===== config.mk =====
export PLATFORM = sky130hd
export DESIGN_NAME = fetch_sequencer
export DESIGN_NICKNAME = d
export VERILOG_FILES = /design/src/rtl/fetch_sequencer_pkg.sv /design/src/rtl/fetch_perf_ctr.sv /design/src/rtl/fetch_sequencer.sv
export SDC_FILE = /design/constraint.sdc
export NUM_CORES = 1
export LEC_CHECK = 0
export CAP_MARGIN = 40
export CORE_MARGIN = 10
export CORE_UTILIZATION = 40
export DETAILED_ROUTE_END_ITERATION = 8
export PLACE_DENSITY = 0.8
export REMOVE_ABC_BUFFERS = 1
export SETUP_SLACK_MARGIN = 0.2
export SYNTH_ARGS = -nofsm -noshare
export SYNTH_HDL_FRONTEND = slang
export SYNTH_SLANG_ARGS = --single-unit

===== constraint.sdc =====
create_clock -name clk -period 2.02 [get_ports clk]
set_clock_uncertainty 0.05 [all_clocks]
set_input_delay 0.202 -clock clk [delete_from_list [all_inputs] [get_ports clk]]
set_output_delay 0.202 -clock clk [all_outputs]
set_load 0.05 [all_outputs]

===== src/rtl/fetch_sequencer_pkg.sv =====
// Shared types and constants for the fetch sequencer.
// Holds the FSM state encoding, the sequential PC increment and the
// instruction-alignment mask, plus a helper that tests redirect alignment.
package fetch_sequencer_pkg;

  typedef enum logic [2:0] {
    RESET_S,
    ISSUE,
    FETCH,
    DELIVER,
    DRAIN,
    FAULT
  } fetch_state_t;

  localparam int         PC_STEP    = 4;
  localparam logic [1:0] ALIGN_MASK = 2'b11;

  // A redirect target is usable only if it is word aligned.
  function automatic logic is_aligned(input logic [1:0] lsbs);
    return (lsbs & ALIGN_MASK) == 2'b00;
  endfunction

endpackage


===== src/rtl/fetch_perf_ctr.sv =====
// Purpose: fetch performance counters (instructions consumed, stalled cycles).
// Latency: counters reflect an event one cycle after it is signalled.
// Backpressure: none; pure event counters that wrap modulo 2^PERF_W.
// Ports: clk/rst (sync, active-high); i_fetch_inc, i_stall_inc event strobes;
//        o_fetched, o_stall counter values.
// Only compiled when FETCH_PERF_EN is defined.
`ifdef FETCH_PERF_EN
module fetch_perf_ctr
  import fetch_sequencer_pkg::*;
#(
  parameter int PERF_W = 32
) (
  input  logic              clk,
  input  logic              rst,
  input  logic              i_fetch_inc,
  input  logic              i_stall_inc,
  output logic [PERF_W-1:0] o_fetched,
  output logic [PERF_W-1:0] o_stall
);

  logic [PERF_W-1:0] r_fetched;
  logic [PERF_W-1:0] r_stall;

  always_ff @(posedge clk) begin
    if (rst) begin
      r_fetched <= '0;
      r_stall   <= '0;
    end else begin
      if (i_fetch_inc) r_fetched <= r_fetched + 1'b1;
      if (i_stall_inc) r_stall   <= r_stall + 1'b1;
    end
  end

  assign o_fetched = r_fetched;
  assign o_stall   = r_stall;

endmodule
`endif


===== src/rtl/fetch_sequencer.sv =====
// Purpose: PC/fetch controller for the multicycle RISC-V core.
// Latency: 3 cycles per instruction minimum (ISSUE, FETCH w/ immediate resp, DELIVER).
// Backpressure: stall holds the delivered instruction in DELIVER; no new read is issued.
// Ports:
//   clk, rst                 clock, synchronous active-high reset
//   pc_q / pc_load / pc_next PC register read-back, load enable, data_in
//   imem_*                   instruction read request/address, one-cycle resp + rdata
//   redirect_valid/_target   taken branch/jump
//   stall                    decode not ready
//   instr_valid/instr/instr_pc  delivered instruction
//   fetch_fault              sticky misaligned-redirect trap
// Optional: define FETCH_PERF_EN to add perf_fetched / perf_stall counter ports.
module fetch_sequencer
  import fetch_sequencer_pkg::*;
#(
  parameter int XLEN   = 32,
  parameter int PERF_W = 32
) (
  input  logic            clk,
  input  logic            rst,
  input  logic [XLEN-1:0] pc_q,
  output logic            pc_load,
  output logic [XLEN-1:0] pc_next,
  output logic            imem_read,
  output logic [XLEN-1:0] imem_address,
  input  logic            imem_resp,
  input  logic [XLEN-1:0] imem_rdata,
  input  logic            redirect_valid,
  input  logic [XLEN-1:0] redirect_target,
  input  logic            stall,
  output logic            instr_valid,
  output logic [XLEN-1:0] instr,
  output logic [XLEN-1:0] instr_pc,
  output logic            fetch_fault
`ifdef FETCH_PERF_EN
  ,
  output logic [PERF_W-1:0] perf_fetched,
  output logic [PERF_W-1:0] perf_stall
`endif
);

  // Counter word type; only instantiated when the perf counters are built.
  typedef logic [PERF_W-1:0] perf_cnt_t;

  fetch_state_t    r_state;
  fetch_state_t    w_state_nxt;

  logic [XLEN-1:0] r_req_addr;
  logic [XLEN-1:0] r_instr;
  logic [XLEN-1:0] r_instr_pc;
  logic            r_instr_valid;
  logic            r_fault_pending;

  logic            w_aligned;
  logic            w_load_req;
  logic            w_capture;
  logic            w_clear_valid;
  logic            w_set_fault;

  assign w_aligned = is_aligned(redirect_target[1:0]);

  // State register.
  always_ff @(posedge clk) begin
    if (rst) r_state <= RESET_S;
    else     r_state <= w_state_nxt;
  end

  // Next state and combinational outputs.
  always_comb begin
    w_state_nxt   = r_state;
    pc_load       = 1'b0;
    pc_next       = '0;
    imem_read     = 1'b0;
    fetch_fault   = 1'b0;
    w_load_req    = 1'b0;
    w_capture     = 1'b0;
    w_clear_valid = 1'b0;
    w_set_fault   = 1'b0;

    // Redirect PC update is shared by ISSUE/FETCH/DELIVER/DRAIN; only the
    // next-state choice differs per state.
    if (redirect_valid && r_state != RESET_S && r_state != FAULT) begin
      pc_load     = w_aligned;
      pc_next     = redirect_target;
      w_set_fault = ~w_aligned;
    end

    case (r_state)
      RESET_S: begin
        w_state_nxt = ISSUE;
      end

      ISSUE: begin
        if (redirect_valid) begin
          // Aligned: stay and latch the new PC next cycle.
          if (!w_aligned) w_state_nxt = FAULT;
        end else begin
          w_load_req  = 1'b1;
          w_state_nxt = FETCH;
        end
      end

      FETCH: begin
        imem_read = 1'b1;
        if (redirect_valid) begin
          if (imem_resp) w_state_nxt = w_aligned ? ISSUE : FAULT;
          else           w_state_nxt = DRAIN;
        end else if (imem_resp) begin
          w_capture   = 1'b1;
          pc_load     = 1'b1;
          pc_next     = r_req_addr + XLEN'(PC_STEP);
          w_state_nxt = DELIVER;
        end
      end

      DELIVER: begin
        if (redirect_valid) begin
          // Redirect wins over consumption: the held instruction is dropped.
          w_clear_valid = 1'b1;
          w_state_nxt   = w_aligned ? ISSUE : FAULT;
        end else if (!stall) begin
          w_clear_valid = 1'b1;
          w_state_nxt   = ISSUE;
        end
      end

      DRAIN: begin
        // Keep the abandoned read alive until memory completes it. A redirect
        // that lands on the completing cycle still updates the PC, and its
        // fault (if any) is folded into the exit decision.
        imem_read = 1'b1;
        if (imem_resp)
          w_state_nxt = (r_fault_pending || w_set_fault) ? FAULT : ISSUE;
      end

      FAULT: begin
        fetch_fault = 1'b1;
      end

      default: begin
        w_state_nxt = RESET_S;
      end
    endcase
  end

  // Datapath registers.
  always_ff @(posedge clk) begin
    if (rst) begin
      r_req_addr      <= '0;
      r_instr         <= '0;
      r_instr_pc      <= '0;
      r_instr_valid   <= 1'b0;
      r_fault_pending <= 1'b0;
    end else begin
      if (w_load_req) r_req_addr <= pc_q;
      if (w_capture) begin
        r_instr       <= imem_rdata;
        r_instr_pc    <= r_req_addr;
        r_instr_valid <= 1'b1;
      end else if (w_clear_valid) begin
        r_instr_valid <= 1'b0;
      end
      // Sticky until reset; a later aligned redirect does not clear it.
      if (w_set_fault) r_fault_pending <= 1'b1;
    end
  end

  assign imem_address = r_req_addr;
  assign instr_valid  = r_instr_valid;
  assign instr        = r_instr;
  assign instr_pc     = r_instr_pc;

`ifdef FETCH_PERF_EN
  logic      w_consume;
  logic      w_stall_cyc;
  perf_cnt_t w_perf_fetched;
  perf_cnt_t w_perf_stall;

  assign w_consume   = (r_state == DELIVER) && !stall && !redirect_valid;
  assign w_stall_cyc = (r_state == DELIVER) && stall;

  fetch_perf_ctr #(
    .PERF_W (PERF_W)
  ) u_perf (
    .clk         (clk),
    .rst         (rst),
    .i_fetch_inc (w_consume),
    .i_stall_inc (w_stall_cyc),
    .o_fetched   (w_perf_fetched),
    .o_stall     (w_perf_stall)
  );

  assign perf_fetched = w_perf_fetched;
  assign perf_stall   = w_perf_stall;
`endif

endmodule

==> results_dict.tcl <==
set metrics [dict create \
    placed_instance_count 1041 \
    instances_no_fill 1094 \
    violations "setup timing" \
    finish.utilization 0.822 \
    worst_slew_margin_rel 0.545 \
    top_level_ports 233 \
    hold-worst-slack_ns 0.335 \
    timing_worst_slew_pin_value_ns 0.683 \
    area_delta_synth_final_pct 103 \
    clockRootBuffer "sky130_fd_sc_hd__clkbuf_16" \
    gp_congestion 0.863 \
    setup_slack_ns -0.525 \
    grt.total_usage 0.246 \
    die_height_um 127 \
    cts_tree "yes" \
    critical_path_required_ns 1.77 \
    port_buffers 232 \
    post-route-min-period_ns 2.55 \
    postSynthAreaPerCell_sq_um 7.32 \
    worst-r2r-cell-count 11 \
    drc 0 \
    via_count 6154 \
    route.detailed.vias_per_inst 5.63 \
    hold_violations 0 \
    global_route_wire_length_before_repair_um 32200 \
    critPathMaxFanout 6 \
    final_net_count 1048 \
    start_util 0.405 \
    clk_transition_reported_paths_ns 0.07 \
    max-clock-path-buffers 2 \
    cts.sinks 101 \
    synthDominantCellAreaShare 0.439 \
    post_cts_hold_buffer_count 0 \
    proportion_of_synthesized_flip_flops_having_asynchronous_set_or_reset 0 \
    power.ir.vdd_worst_uv 519 \
    critical_path.endpoint_type "output port" \
    antenna_violating_nets_post_route 0 \
    numCtsBuffers 9 \
    floorplan.die_area_sq_um 16200 \
    crit_path_start_kind "register" \
    largest_net_degree_at_the_start_of_global_routing 54 \
    setup-violations-final 33 \
    wl_per_cell_um 21.6 \
    timing.critical_path.arrival_ns 2.29 \
    grt.met2_usage 0.422 \
    core-area_sq_um 11400 \
    path_class "register to output port" \
    p_leak_nw 3.77 \
    p_per_area_nw_per_um2 598 \
    dominant_synthesized_flop_cell "sky130_fd_sc_hd__dfxtp_1" \
    share_of_layout_cells_above_drive_strength_1 0.295 \
    insertedDiodeCount 0 \
    htree_num_levels 3 \
    grt_use_met3 0.0753 \
    die-width_um 127 \
    antenna_found_initial 0 \
    fmaxAchievable_mhz 393 \
    result_of_the_run "complete, but fails checks" \
    min_delay_path_depth 2 \
    drtPass1Iterations 7 \
    globalRoute.busiestLayer "met2" \
    drt-initial-drc-count 507 \
    number_of_enable_flip_flop_cells_after_synthesis 0 \
    detail_route.wirelength_um 23600 \
    global_route.overflow_total 0 \
    rsz0062_at_grt "yes" \
    grtUsageMet1 0.270 \
    synth-seq-area-share 0.439 \
    largest_area_contributor_in_the_netlist "sky130_fd_sc_hd__dfxtp_1" \
    syn_inst 629 \
    synth.area.top_cells "sky130_fd_sc_hd__dfxtp_1 (44%), sky130_fd_sc_hd__nand2_1 (19%), sky130_fd_sc_hd__a21oi_1 (11%)" \
    syn-cell-area_sq_um 4610 \
    layout_worst_path_cycle_share 1.26 \
    worst_hold_path_type "input port to register" \
    dp.final_hpwl_um 14600 \
    maxSlewViolCount 0 \
    fp-row-count 39 \
    grt_pass1_vias 5894 \
    pre_cts_ws_ns -0.309 \
    timing.max_cap.violations 0 \
    yosysUniqueCellTypes 39 \
    synth-warning-count 0 \
    yosys_register_bits 101 \
    clkLatencyLatePin_ns 0.35 \
]
-- layer usage --
layer  part of all wire  vias up
met5                  0        -
met1               0.36     2894
met2               0.50      381
li1                   -     2776
met3              0.085      103
met4              0.055        0
-- stage by stage --
step                      total power [mW]  setup TNS (ns)  area [sq um]
after floorplan                       2.68         -102.63          4360
after global routing                  5.74          -12.07          9350
final                                 5.59          -10.32          9350
after detailed placement              3.44           -5.02          7880
after global placement                3.42           -4.41          7880
after CTS                             5.47           -9.83          8860
-- cells in the mapped netlist, types with 3 or more instances --
library cell,number
sky130_fd_sc_hd__nand2_1,236
sky130_fd_sc_hd__a21oi_1,101
sky130_fd_sc_hd__dfxtp_1,101
sky130_fd_sc_hd__clkbuf_1,33
sky130_fd_sc_hd__nor2_1,22
sky130_fd_sc_hd__or4_1,19
sky130_fd_sc_hd__o211ai_1,17
sky130_fd_sc_hd__o21ai_0,17
sky130_fd_sc_hd__nand4_1,16
sky130_fd_sc_hd__xor2_1,9
sky130_fd_sc_hd__nand3_1,8
sky130_fd_sc_hd__buf_6,6
sky130_fd_sc_hd__buf_2,4
sky130_fd_sc_hd__xnor2_1,4
sky130_fd_sc_hd__and4_1,3
sky130_fd_sc_hd__buf_1,3
sky130_fd_sc_hd__inv_1,3
-- worst max-delay path, stage by stage (launching register included) --
cell	delay [ns]
sky130_fd_sc_hd__dfxtp_2	0.35
sky130_fd_sc_hd__nand3_2	0.09
sky130_fd_sc_hd__or4_4	0.61
sky130_fd_sc_hd__or4_1	0.49
sky130_fd_sc_hd__o211ai_1	0.17
sky130_fd_sc_hd__clkbuf_16	0.23
-- kinds of logic after synthesis --
logic type	synth area share
AO/OA/AOI/OAI	0.161
XOR/XNOR	0.0247
adder cells (fa/ha/maj)	0.00272
buffers and inverters	0.0570
flip-flops	0.439
AND/OR/NAND/NOR	0.316
-- power by group --
part	internal, mW	leakage (nW)	switching [mW]
registers	2.04	0.826	0.0422
clock network	1.09	0.146	0.790
logic	0.756	2.79	0.870
total	3.89	3.77	1.70
-- registers in the layout, indices dropped and copies added (netlist names) --
signal	cells
imem_address	32
instr	32
instr_pc	32
instr_valid	1
r_fault_pending	1
r_state	3
-- worst paths after layout --
check                    from            to  slack (ns)
min reg2reg       instr_pc[2]   instr_pc[2]        0.40
max          imem_address[14]   pc_next[30]       -0.53
min                       rst  instr_pc[21]        0.33
max reg2reg        r_state[2]  instr_pc[10]        0.09
-- cells in the final DEF, fill, tap and decap left out, drive strengths merged, types with 4 or more instances in the layout --
cell | Yosys | layout
clkdlybuf4s50 | 0 | 161
nand2 | 236 | 236
inv | 3 | 4
nand4 | 17 | 17
or4 | 21 | 21
o21ai | 17 | 17
xnor2 | 4 | 4
and4 | 5 | 5
xor2 | 9 | 9
dlygate4sd2 | 0 | 28
buf | 14 | 155
nor2 | 22 | 22
nand3 | 8 | 8
o211ai | 17 | 17
clkbuf | 35 | 18
dfxtp | 101 | 101
a21oi | 101 | 101
-- area by class of cell --
| cell class | count | area [sq um] |
|---|---|---|
| flip-flops and latches | 101 | 2060 |
| fillers | 672 | 2020 |
| well taps | 143 | 179 |
| multi-input cells | 476 | 2840 |
| clock inverters | 5 | 83.8 |
| clock buffers | 11 | 233 |
| inverters | 3 | 11.3 |
| repair buffers | 355 | 3940 |
-- what timing repair did --
item / in CTS / in global routing
resized for setup: 139 / 114
endpoints found under the setup margin: 59 / 77
gates cloned: 6 / 2
setup buffers: 26 / 3
pin swaps: 29 / 33
Power figures use the tool's default switching activity.
